===== config.mk =====
export PLATFORM = sky130hd
export DESIGN_NAME = vreg_read_arbiter
export DESIGN_NICKNAME = d
export VERILOG_FILES = /design/src/rtl/vreg_read_arbiter.sv
export SDC_FILE = /design/constraint.sdc
export NUM_CORES = 1
export LEC_CHECK = 0
export BUFFER_PORTS_ARGS = -buffer_cell sky130_fd_sc_hd__buf_2
export CORE_AREA = 4 4 134 136
export CTS_CLUSTER_SIZE = 25
export DETAILED_ROUTE_END_ITERATION = 12
export DIE_AREA = 0 0 138 140
export MAX_ROUTING_LAYER = met4
export PLACE_DENSITY = 0.79
export SLEW_MARGIN = 20
export SYNTH_ARGS = -nofsm -noshare
export SYNTH_HDL_FRONTEND = slang
export SYNTH_SLANG_ARGS = --single-unit

===== constraint.sdc =====
create_clock -name clk -period 14.7 [get_ports clk]
set_input_delay 4.41 -clock clk [delete_from_list [all_inputs] [get_ports clk]]
set_output_delay 4.41 -clock clk [all_outputs]
set_load 0.02 [all_outputs]

===== src/rtl/vreg_read_arbiter.sv =====
// vreg_read_arbiter
//   Shares the single read port of the upper vector-register bank mux
//   (registers 8..15) among N requesters. Round-robin arbitration, a
//   registered 4-bit mux select, and a captured I*L-bit response held under
//   a valid/ready handshake.
//
//   Optional build macro: VREG_ARB_PIPE_EN
//     When defined, a RESP cycle that is accepted (out_ready_i=1) while any
//     request is pending arbitrates in that same cycle and goes straight to
//     READ, giving one transaction every 2 cycles instead of every 3.
//
// Ports
//   clk          system clock, rising edge
//   rst          asynchronous active-high reset
//   req_i        [N]     per-requester read request (level)
//   req_idx_i    [N*4]   per-requester register index, requester r at [4r+:4]
//   gnt_o        [N]     one-hot single-cycle grant
//   sel_o        [4]     bank mux select, non-zero only in READ
//   mux_y_i      [I*L]   vector returned by the bank mux for sel_o
//   out_valid_o          response valid
//   out_ready_i          consumer accepts the response
//   out_id_o     [2]     requester that owns the response
//   out_data_o   [I*L]   captured vector, lane g at [g*L+:L]

module vreg_read_arbiter #(
  parameter int I = 20,
  parameter int L = 8,
  parameter int N = 3
) (
  input  logic             clk,
  input  logic             rst,
  input  logic [N-1:0]     req_i,
  input  logic [N*4-1:0]   req_idx_i,
  output logic [N-1:0]     gnt_o,
  output logic [3:0]       sel_o,
  input  logic [I*L-1:0]   mux_y_i,
  output logic             out_valid_o,
  input  logic             out_ready_i,
  output logic [1:0]       out_id_o,
  output logic [I*L-1:0]   out_data_o
);

`ifdef VREG_ARB_PIPE_EN
  localparam bit PIPE_EN = 1'b1;
`else
  localparam bit PIPE_EN = 1'b0;
`endif

  typedef enum logic [1:0] {IDLE, READ, RESP} state_t;

  state_t                 state_q;
  logic [3:0]             sel_q;      // latched index of the granted request
  logic [1:0]             id_q;       // winner of the in-flight read
  logic [1:0]             rr_ptr_q;   // highest-priority requester next time
  logic                   out_valid_q;
  logic [1:0]             out_id_q;
  logic [I-1:0][L-1:0]    data_q;
  logic [I-1:0][L-1:0]    mux_v;

  // ---------------- round-robin pick ----------------
  logic       any_req;
  logic [1:0] win;
  logic [2:0] cand;
  logic [2:0] rr_nxt;
  logic [3:0] win_idx;

  // Scan from the highest offset down so the last hit (smallest offset from
  // rr_ptr_q) wins; offsets wrap modulo N.
  always_comb begin
    any_req = 1'b0;
    win     = '0;
    cand    = '0;
    for (int k = N-1; k >= 0; k--) begin
      cand = {1'b0, rr_ptr_q} + 3'(k);
      if (cand >= 3'(N)) cand = cand - 3'(N);
      if (req_i[cand[1:0]]) begin
        win     = cand[1:0];
        any_req = 1'b1;
      end
    end
  end

  always_comb begin
    rr_nxt = {1'b0, win} + 3'd1;
    if (rr_nxt >= 3'(N)) rr_nxt = '0;
  end

  assign win_idx = req_idx_i[{win, 2'b00} +: 4];

  // Arbitration is allowed in IDLE, and with the pipelined build also in an
  // accepted RESP cycle.
  logic grant_ok, issue;
  assign grant_ok = (state_q == IDLE) ||
                    (PIPE_EN && (state_q == RESP) && out_ready_i);
  assign issue    = grant_ok && any_req;

  // gnt is a same-cycle pulse derived from the sampled requests; it is forced
  // low while reset is held so nothing is granted during reset.
  always_comb begin
    gnt_o = '0;
    if (issue && !rst) gnt_o[win] = 1'b1;
  end

  // ---------------- control FSM ----------------
  always_ff @(posedge clk or posedge rst) begin
    if (rst) begin
      state_q     <= IDLE;
      sel_q       <= '0;
      id_q        <= '0;
      rr_ptr_q    <= '0;
      out_valid_q <= 1'b0;
      out_id_q    <= '0;
    end else begin
      case (state_q)
        IDLE: begin
          if (issue) begin
            sel_q    <= win_idx;
            id_q     <= win;
            rr_ptr_q <= rr_nxt[1:0];
            state_q  <= READ;
          end
        end
        READ: begin
          // Capture happens this edge; sel returns to 0 so the mux idles at 0.
          out_valid_q <= 1'b1;
          out_id_q    <= id_q;
          sel_q       <= '0;
          state_q     <= RESP;
        end
        RESP: begin
          if (out_ready_i) begin
            out_valid_q <= 1'b0;
            if (issue) begin
              sel_q    <= win_idx;
              id_q     <= win;
              rr_ptr_q <= rr_nxt[1:0];
              state_q  <= READ;
            end else begin
              state_q  <= IDLE;
            end
          end
        end
        default: state_q <= IDLE;
      endcase
    end
  end

  // ---------------- per-lane capture ----------------
  assign mux_v = mux_y_i;

  for (genvar g = 0; g < I; g++) begin : g_lane
    always_ff @(posedge clk or posedge rst) begin
      if (rst)                   data_q[g] <= '0;
      else if (state_q == READ)  data_q[g] <= mux_v[g];
    end
  end

  assign sel_o       = sel_q;
  assign out_valid_o = out_valid_q;
  assign out_id_o    = out_id_q;
  assign out_data_o  = data_q;

endmodule


# == Yosys cells after proc, flatten, opt, wreduce, memory -nomap -nowiden ==
# Index checks and enable logic that the tools add are counted.
# word_totals
regBits,173
latchBits,0
mem_bits_rw,0
rom_bits,0
input_bits,178
output_inout_bits,170
memories,0
# op_classes
add_sub_neg,6
n_mul,0
n_div,0
n_lt_le_gt_ge,9
n_eq_ne,4
shift,1
muxes,34
bitwise_logic,0
n_reduce_logical,12
# op_table
operator,n
2-bit two-way mux,13
"2-bit by 3-bit less-than comparator with 1-bit output, second input constant",4
4-bit case mux with 3 select lines,1
12-bit by 5-bit indexed part select with 4-bit output,1
"3-bit by 2-bit greater-or-equal comparator with 1-bit output, second input constant",3
1-bit two-way mux,9
4-bit two-way mux,2
2-bit case mux with 2 select lines,2
2-bit AND reduction,4
"2-bit by 1-bit adder with 3-bit output, second input constant",2
1-bit binary-select mux with 2-bit select,3
2-bit case mux with 3 select lines,1
"2-bit subtractor, second input constant",3
2-bit nonzero test,2
"2-bit by 2-bit adder with 3-bit output, second input constant",1
1-bit logical AND,3
3-bit two-way mux,1
3-bit nonzero test,1
1-bit demux with 2-bit select,1
"2-bit by 1-bit equality test with 1-bit output, second input constant",1
"2-bit equality test, second input constant",1
"2-bit by 1-bit greater-or-equal comparator with 1-bit output, second input constant",1
"2-bit greater-or-equal comparator, second input constant",1
2-bit zero test,1
4 further kinds,4

# == Depth between registers and ports, before layout ==
# Gate-level depths: netlist (run 1).
# logic_depth
depth_word,14
mapped_depth,9
depth_no_buf,7

# == Least setup slack after synthesis (run 1) ==
# No wires, ideal clock.
# synth_timing
path_type,input -> output
startpoint,input req_i[1]
endpoint,output gnt_o[0]
arrival_ps,5745
required_ps,10290
setup_slack_ps,4545
stages,5
n_path_buf,1
path_cell_list,mux2i_1 > o22ai_1 > a22o_1 > buf_6 > nor4_1
# synth_via
elab_chain_cells,10
word_cells_on_any_way,20
# synth_lines
item,line_no,source
from (decl),32,"input logic [N-1:0] req_i,"
1-bit binary-select mux with 2-bit select,76,if (req_i[cand[1:0]]) begin
1-bit two-way mux (not written as such),76,
2-bit two-way mux (3 in a row),76,
2-bit by 3-bit less-than comparator with 1-bit output (not written as such) or 2-bit by 1-bit greater-or-equal comparator with 1-bit output (tied branches),101,if (issue && !rst) gnt_o[win] = 1'b1;
1-bit logical AND (not written as such),101,
1-bit two-way mux (not written as such),101,
1-bit demux with 2-bit select,101,
3-bit two-way mux *,101,
to (decl),34,"output logic [N-1:0] gnt_o,"
# Mark *: on every way between the ends. The rest lies on a longest branch, timed or not. The select of a mux whose other input is x is not followed.

# == Worst setup path after layout (run 1) ==
# layout_timing
startpoint,input req_i[1]
endpoint,output gnt_o[1]
# Same word-level chain as after synthesis.

==> results by group, run 1 <==
Status
  – Status: finished, final reports clean

STA
  – Min Tclk post-route: 10.33 ns
  – Setup TNS: 0 ns
  – RSZ-0062 raised after global routing: no
  – Tcrit/Tclk final: 0.7029
  – # setup viols final: 0
  – Slew @ Worst Pin: 0.9884 ns
  – Setup Skew: 0.01686 ns
  – Max Slew Vio Count: 0
  – Slew Limit Headroom: 0.3411
  – Final hold vios: 0
  – Fmax: 0.09678 GHz

CTS
  – CTS tree: done
  – Post-CTS sizing: 0
  – Setup repair bufs after CTS: 0
  – CTS Buffer Depth: 2
  – CTS root buffer: clkbuf_16
  – Clk_lat worst skew: 0.42 ns
  – Cts hold-fix bufs: 0
  – Clock transition at path regs: 0.06 ns
  – Clock sink count: 173
  – CTS Buf Count: 17
  – H-tree depth: 4

Route
  – Wire per inst: 16.19 µm
  – Post-DRT Antenna Nets: 0
  – Vias post-DR: 4,900
  – Residual DRC: 0
  – DR vias/cell: 4.795
  – Drt pass-1 iters: 4
  – Iter 0 DRT Violations: 153
  – WL final: 16,550 µm

Power
  – Cell Pwr Density: 262.6 mW/mm²
  – Pint: 1491 µW
  – Leakage Power: 0.004546 µW
  – Sequential Power Share: 0.343
  – Combinational power share: 0.468
  – Peak VDD IR: 135.1 µV
  – Sw frac: 0.3921
  – Clock power frac: 0.190
  – Psw: 962.1 µW

Setup path
  – R2r setup slk: 12.20 ns
  – Setup crit end: gnt_o[1]
  – Critical path origin: req_i[1]
  – Worst EP required: 10.29 ns
  – Maximum fanout along the worst path: 16
  – Most frequent CP cell: buf_2
  – Arr. time, crit path: 5.92 ns
  – R2R cell count: 7
  – CP Launch Type: input pin
  – Crit path capture type: output port
  – Crit path cell chain: buf_2, mux2i_1, o22ai_1, o31ai_4, nor3_1, buf_2
  – Worst Path Class, Setup: input pin to output port
  – Max stage delay cell, worst path: o31ai_4
  – Reg-to-Reg Start: rr_ptr_q[1]$_DFFE_PP0P_
  – Largest stage delay, worst path: 0.64 ns
  – FF-to-FF End: sel_o[0]$_DFFE_PP0P_

Global routing
  – Overall Global Routing Usage: 0.1752
  – Vias in the first global route: 5,261
  – First-pass GRT wire length: 26,570 µm
  – Largest net degree at the start of global routing: 97
  – Grt total ovfl: 0
  – Antenna violations before repair: 0

Synthesis
  – Netlist cell types: 37
  – Synth Area in XOR/XNOR: 0
  – Syn_area_per_cell: 15.55 µm²
  – Mux contribution to synthesized area: 0.2737
  – Largest family of logic cells by synthesized area: multiplexers
  – Seq/Total Area, Yosys: 0.6356
  – Post-Synth Adder-Cell Area: 0.005511
  – Syn. warnings: 0
  – Post-synthesis register bit count: 173
  – Mapped Cells: 438
  – Syn nets: 619
  – Simple logic cell fraction of the synthesized area: 0.03068
  – Netlist Area Pre-Place: 0.006812 mm²
  – Post-synthesis compound-gate area fraction: 0.03123

Place
  – Gpl congestion: 0.8477
  – DPL Wire Length: 12,550 µm
  – Port Buf Inserts: 347

Die
  – Starting density of the core: 0.4022
  – Die H: 140 µm
  – Row cnt: 48
  – Die footprint: 0.01932 mm²
  – Io pins: 348
  – Die X: 138 µm
  – Core area: 0.01694 mm²

Finish
  – Final net count: 965
  – Share of layout cells above drive strength 1: 0.6851
  – Area grow syn2layout: 37.18%
  – Commonest cells after routing, fill and taps aside: buf_2 (347), dfrtp_1 (173), mux2_2 (159)
  – Final core utilization: 0.5517
  – Diodes inserted: 0
  – Commonest non-fill, non-tap cell in the layout: buf_2

Job
  – Max-Cap Viols: 0

Worst hold path
  – Worst hold path class: flop to flop
cells by family (layout without fill, tap and decap cells):
logic type,Yosys count,count (layout)
AO/OA/AOI/OAI,25,25
adder cells (fa/ha/maj),3,3
buffers and inverters,31,390
flip-flops,173,173
multiplexers,166,166
AND/OR/NAND/NOR,40,40
critical path, delay by kind of cell:
family                 cells  cell delay [ns]
buffers and inverters      2             0.34
multiplexers               1             0.22
AO/OA/AOI/OAI              2             0.81
AND/OR/NAND/NOR            1             0.14
flip-flops by register name, summed over array words and instances, names as in the netlist:
| register | count |
|---|---|
| rr_ptr_q | 2 |
| sel_o | 4 |
| out_id_o | 2 |
| state_q | 2 |
| out_data_o | 160 |
| out_valid_o | 1 |
| id_q | 2 |
power groups by stage:
stage / combinational, µW / sequential, µW / clock [µW]
finish: 1150 / 841 / 466
global route: 1230 / 873 / 500
CTS: 1160 / 843 / 478
detailed placement: 1160 / 849 / 0
global placement: 1140 / 838 / 0
floorplan: 504 / 1140 / 0
routing by layer:
| layer | share of wire | track usage | up-vias |
|---|---|---|---|
| met5 | 0 | - | - |
| met4 | 0.026 | 0.07488 | 0 |
| met3 | 0.081 | 0.05360 | 33 |
| met2 | 0.49 | 0.2829 | 260 |
| met1 | 0.40 | 0.2044 | 2344 |
| li1 | - | - | 2263 |
through the flow:
step                      instances  power, µW  worst slack (ns)  hold slack, ns  instance area (µm²)
final                          1022       2453             4.367          0.4897                 9344
after CTS                      1022       2483             4.381          0.4925                 9344
after global routing           1022       2599             4.266          0.5116                 9344
after floorplan                 438       1644             4.545          0.4500                 6812
after detailed placement        990       2011             4.420          0.4751                 8736
after global placement          990       1979             4.460          0.4647                 8736
layout make-up:
type	count	area, µm²
multi-input combinational	234	2331
clock inverter	13	175.2
timing repair buffer	350	1759
fill	1419	7592
sequential	173	4329
clock buffer	19	432.9
tap	225	281.5
inverter	8	35.03
how the worst min path moves through the flow:
stage | startpoint | end | slack (ns) | depth (start not counted)
after floorplan | id_q[0]$_DFFE_PP0P_ | id_q[0]$_DFFE_PP0P_ | 0.45 | 2
after global placement | out_data_o[85]$_DFFE_PP0P_ | out_data_o[85]$_DFFE_PP0P_ | 0.46 | 1
after detailed placement | sel_o[2]$_DFFE_PP0P_ | sel_o[2]$_DFFE_PP0P_ | 0.48 | 2
after CTS | id_q[1]$_DFFE_PP0P_ | id_q[1]$_DFFE_PP0P_ | 0.49 | 2
after global routing | out_data_o[139]$_DFFE_PP0P_ | out_data_o[139]$_DFFE_PP0P_ | 0.51 | 1
final | id_q[1]$_DFFE_PP0P_ | id_q[1]$_DFFE_PP0P_ | 0.49 | 2
cell usage after synthesis, drive strengths merged:
cell type / n / area (µm²)
a221oi: 1 / 8.760
dfrtp: 173 / 4329
a21o: 1 / 7.510
nand2b: 4 / 25.02
a21oi: 1 / 5.000
nor3: 7 / 35.03
a22oi: 1 / 7.510
clkbuf: 1 / 3.750
o22ai: 3 / 32.53
nor3b: 4 / 30.03
mux2i: 4 / 40.04
o31ai: 1 / 21.27
nand2: 12 / 45.04
o22a: 2 / 17.52
o41ai: 5 / 51.30
mux2: 162 / 1824
nor4bb: 1 / 10.01
nor4: 1 / 6.260
buf: 22 / 125.1
inv: 8 / 30.03
nor2: 6 / 22.52
nor2b: 1 / 6.260
a21boi: 2 / 15.02
nand3b: 3 / 22.52
a22o: 1 / 8.760
or2: 1 / 6.260
ha: 3 / 37.54
o21ai: 6 / 30.03
o21a: 1 / 7.510
Note: power is estimated with default switching activity, not from simulation.
==> run 2: changes to the inputs <==
--- a/config.mk
+++ b/config.mk
@@ -6,12 +6,12 @@
 export NUM_CORES = 1
 export LEC_CHECK = 0
 export BUFFER_PORTS_ARGS = -buffer_cell sky130_fd_sc_hd__buf_2
-export CORE_AREA = 4 4 134 136
+export CORE_MARGIN = 4
+export CORE_UTILIZATION = 41
 export CTS_CLUSTER_SIZE = 25
 export DETAILED_ROUTE_END_ITERATION = 12
-export DIE_AREA = 0 0 138 140
 export MAX_ROUTING_LAYER = met4
-export PLACE_DENSITY = 0.79
+export PLACE_DENSITY = 0.82
 export SLEW_MARGIN = 20
 export SYNTH_ARGS = -nofsm -noshare
 export SYNTH_HDL_FRONTEND = slang
==> constraint.sdc (replaced) <==
create_clock -name clk -period 8.9 [get_ports clk]
set_input_delay 2.67 -clock clk [delete_from_list [all_inputs] [get_ports clk]]
set_output_delay 2.67 -clock clk [all_outputs]
set_load 0.02 [all_outputs]
==> results by group, run 2 (synthesis gave the netlist of run 1 again) <==
Route
  – Routed wl met2: 8551 µm (+5.7%)
  – Vias post-DR: 4,883 (-0.35%)
  – WL final: 16,940 µm (+2.4%)
  – M1 WL: 6521 µm (-2.6%)
  – DR WL met3: 1549 µm (+16%)
  – DR vias/cell: 4.820 (+0.54%)
  – Drt pass-1 iters: 4 (unchanged)
  – Post-DRT Antenna Nets: 0 (unchanged)
  – Wire per inst: 16.73 µm (+3.3%)
  – DR top layer: met4
  – Iter 0 DRT Violations: 126 (-18%)
  – Residual DRC: 0 (unchanged)

STA
  – # setup viols final: 0 (unchanged)
  – Slew @ Worst Pin: 1.031 ns (+0.04242 ns)
  – Final hold vios: 0 (unchanged)
  – Setup TNS: 0 ns (unchanged)
  – Min Tclk post-route: 6.770 ns
  – RSZ-0062 raised after global routing: no
  – Setup Skew: 0.01622 ns (-0.0006450 ns)
  – Fmax: 0.1477 GHz
  – Tcrit/Tclk final: 0.7607
  – Slew Limit Headroom: 0.3128 (-0.02828)
  – Max Slew Vio Count: 0 (unchanged)
  – Final setup margin: 2.130 ns (-2.237 ns)

CTS
  – CTS Buf Count: 17 (unchanged)
  – CTS tree: done
  – Setup repair bufs after CTS: 0 (unchanged)
  – CTS root buffer: clkbuf_16
  – H-tree depth: 4 (unchanged)
  – Clock sink count: 173 (unchanged)
  – Cts hold-fix bufs: 0 (unchanged)
  – Clock transition at path regs: 0.07 ns (about the same)
  – Clk_lat worst skew: 0.42 ns (about the same)
  – CTS Buffer Depth: 2 (unchanged)
  – Post-CTS sizing: 0 (unchanged)

Finish
  – Share of layout cells above drive strength 1: 0.6851 (unchanged)
  – Diodes inserted: 0 (unchanged)
  – Final net count: 965 (unchanged)
  – Final core utilization: 0.5800 (+0.02831)
  – Area grow syn2layout: 36.74%
  – Max reg flops: 160 (unchanged)
  – Commonest cells after routing, fill and taps aside: buf_2 (347), dfrtp_1 (173), mux2_2 (159)
  – Commonest non-fill, non-tap cell in the layout: buf_2

Global routing
  – Largest net degree at the start of global routing: 101 (+4.1%)
  – Grt total ovfl: 0 (unchanged)
  – Antenna violations before repair: 0 (unchanged)
  – Vias in the first global route: 5,197 (-1.2%)
  – First-pass GRT wire length: 25,620 µm (-3.6%)
  – Overall Global Routing Usage: 0.1807 (+0.005499)

Power
  – Leakage Power: 0.004530 µW (-0.35%)
  – Design Power: 4029 µW (+64%)
  – Cell Pwr Density: 432.6 mW/mm² (+65%)
  – Peak VDD IR: 203.0 µV (+50%)

Place
  – Port Buf Inserts: 347 (unchanged)
  – Gpl congestion: 0.7557 (-11%)
  – DPL Wire Length: 12,730 µm (+1.5%)
  – Setup WS pre-CTS: 2.135 ns (-2.284 ns)

Die
  – Die X: 136.9 µm (-0.80%)
  – Starting density of the core: 0.4242 (+0.02200)
  – Core area: 0.01606 mm² (-5.2%)
  – Die footprint: 0.01874 mm² (-3.0%)
  – Row cnt: 46 (-4.2%)
  – Die H: 136.9 µm (-2.2%)
  – Io pins: 348 (unchanged)

Setup path
  – Maximum fanout along the worst path: 16 (unchanged)
  – Crit path capture type: output port
  – Worst EP required: 6.23 ns (-4.06 ns)
  – Arr. time, crit path: 4.10 ns (-1.82 ns)
  – CP Launch Type: input pin
  – Worst Path Class, Setup: input pin to output port

Status
  – Status: finished, final reports clean

Job
  – Max-Cap Viols: 0 (unchanged)

Worst hold path
  – Worst hold path class: flop to flop
-- run 2: cell types whose count changed in the layout (fill, tap and decap cells not counted) --
cell	delta
clkinv_4	+1
inv_8	+2
inv_6	-4
clkinvlp_4	+2
bufinv_16	-1
-- run 2: metrics by stage --
step	instance area, µm²	hold slack (ns)	instances
floorplan	6812	0.4500	438
global placement	8725	0.4645	981
detailed placement	8725	0.4729	981
CTS	9314	0.4890	1013
global route	9314	0.5130	1013
finish	9314	0.4893	1013
-- run 2: routing by layer --
metal  up-vias  GRT usage
met2       240     0.3042
li1       2253          -
met1      2363     0.2065
met3        27    0.05588
met4         0    0.05987
met5         -          -
-- run 2: critical path: stages --
cell and delay (ns):
buf_2 0.14, mux2i_1 0.19, o22ai_1 0.16, o31ai_4 0.65, nor4_1 0.11, buf_2 0.19
-- run 2: final timing paths --
check                      slack (ns)  cells after the start                          end                        from
min in group asynchronous        2.47                      2      rr_ptr_q[1]$_DFFE_PP0P_                         rst
setup reg to reg                 5.95                      4  out_data_o[155]$_DFFE_PP0P_      state_q[0]$_DFFE_PP0P_
hold reg to reg                  0.49                      1   out_data_o[84]$_DFFE_PP0P_  out_data_o[84]$_DFFE_PP0P_
max in group asynchronous        4.95                      3  out_data_o[155]$_DFFE_PP0P_                         rst
setup / recovery                 2.13                      6                     gnt_o[0]                    req_i[1]
hold / removal                   0.49                      1   out_data_o[84]$_DFFE_PP0P_  out_data_o[84]$_DFFE_PP0P_
-- run 2: area by class of cell --
| class | instances | area, µm² |
|---|---|---|
| repair buffers | 350 | 1759 |
| fillers | 1318 | 6744 |
| clock inverters | 13 | 156.4 |
| well taps | 216 | 270.3 |
| flip-flops and latches | 173 | 4329 |
| inverters | 8 | 35.03 |
| clock buffers | 19 | 432.9 |
| multi-input cells | 234 | 2331 |
-- run 2: power by group --
group / switching, µW / internal, µW / total (µW)
Sequential: 193 / 1190 / 1390
Clock: 324 / 421 / 745
Combinational: 1080 / 821 / 1900
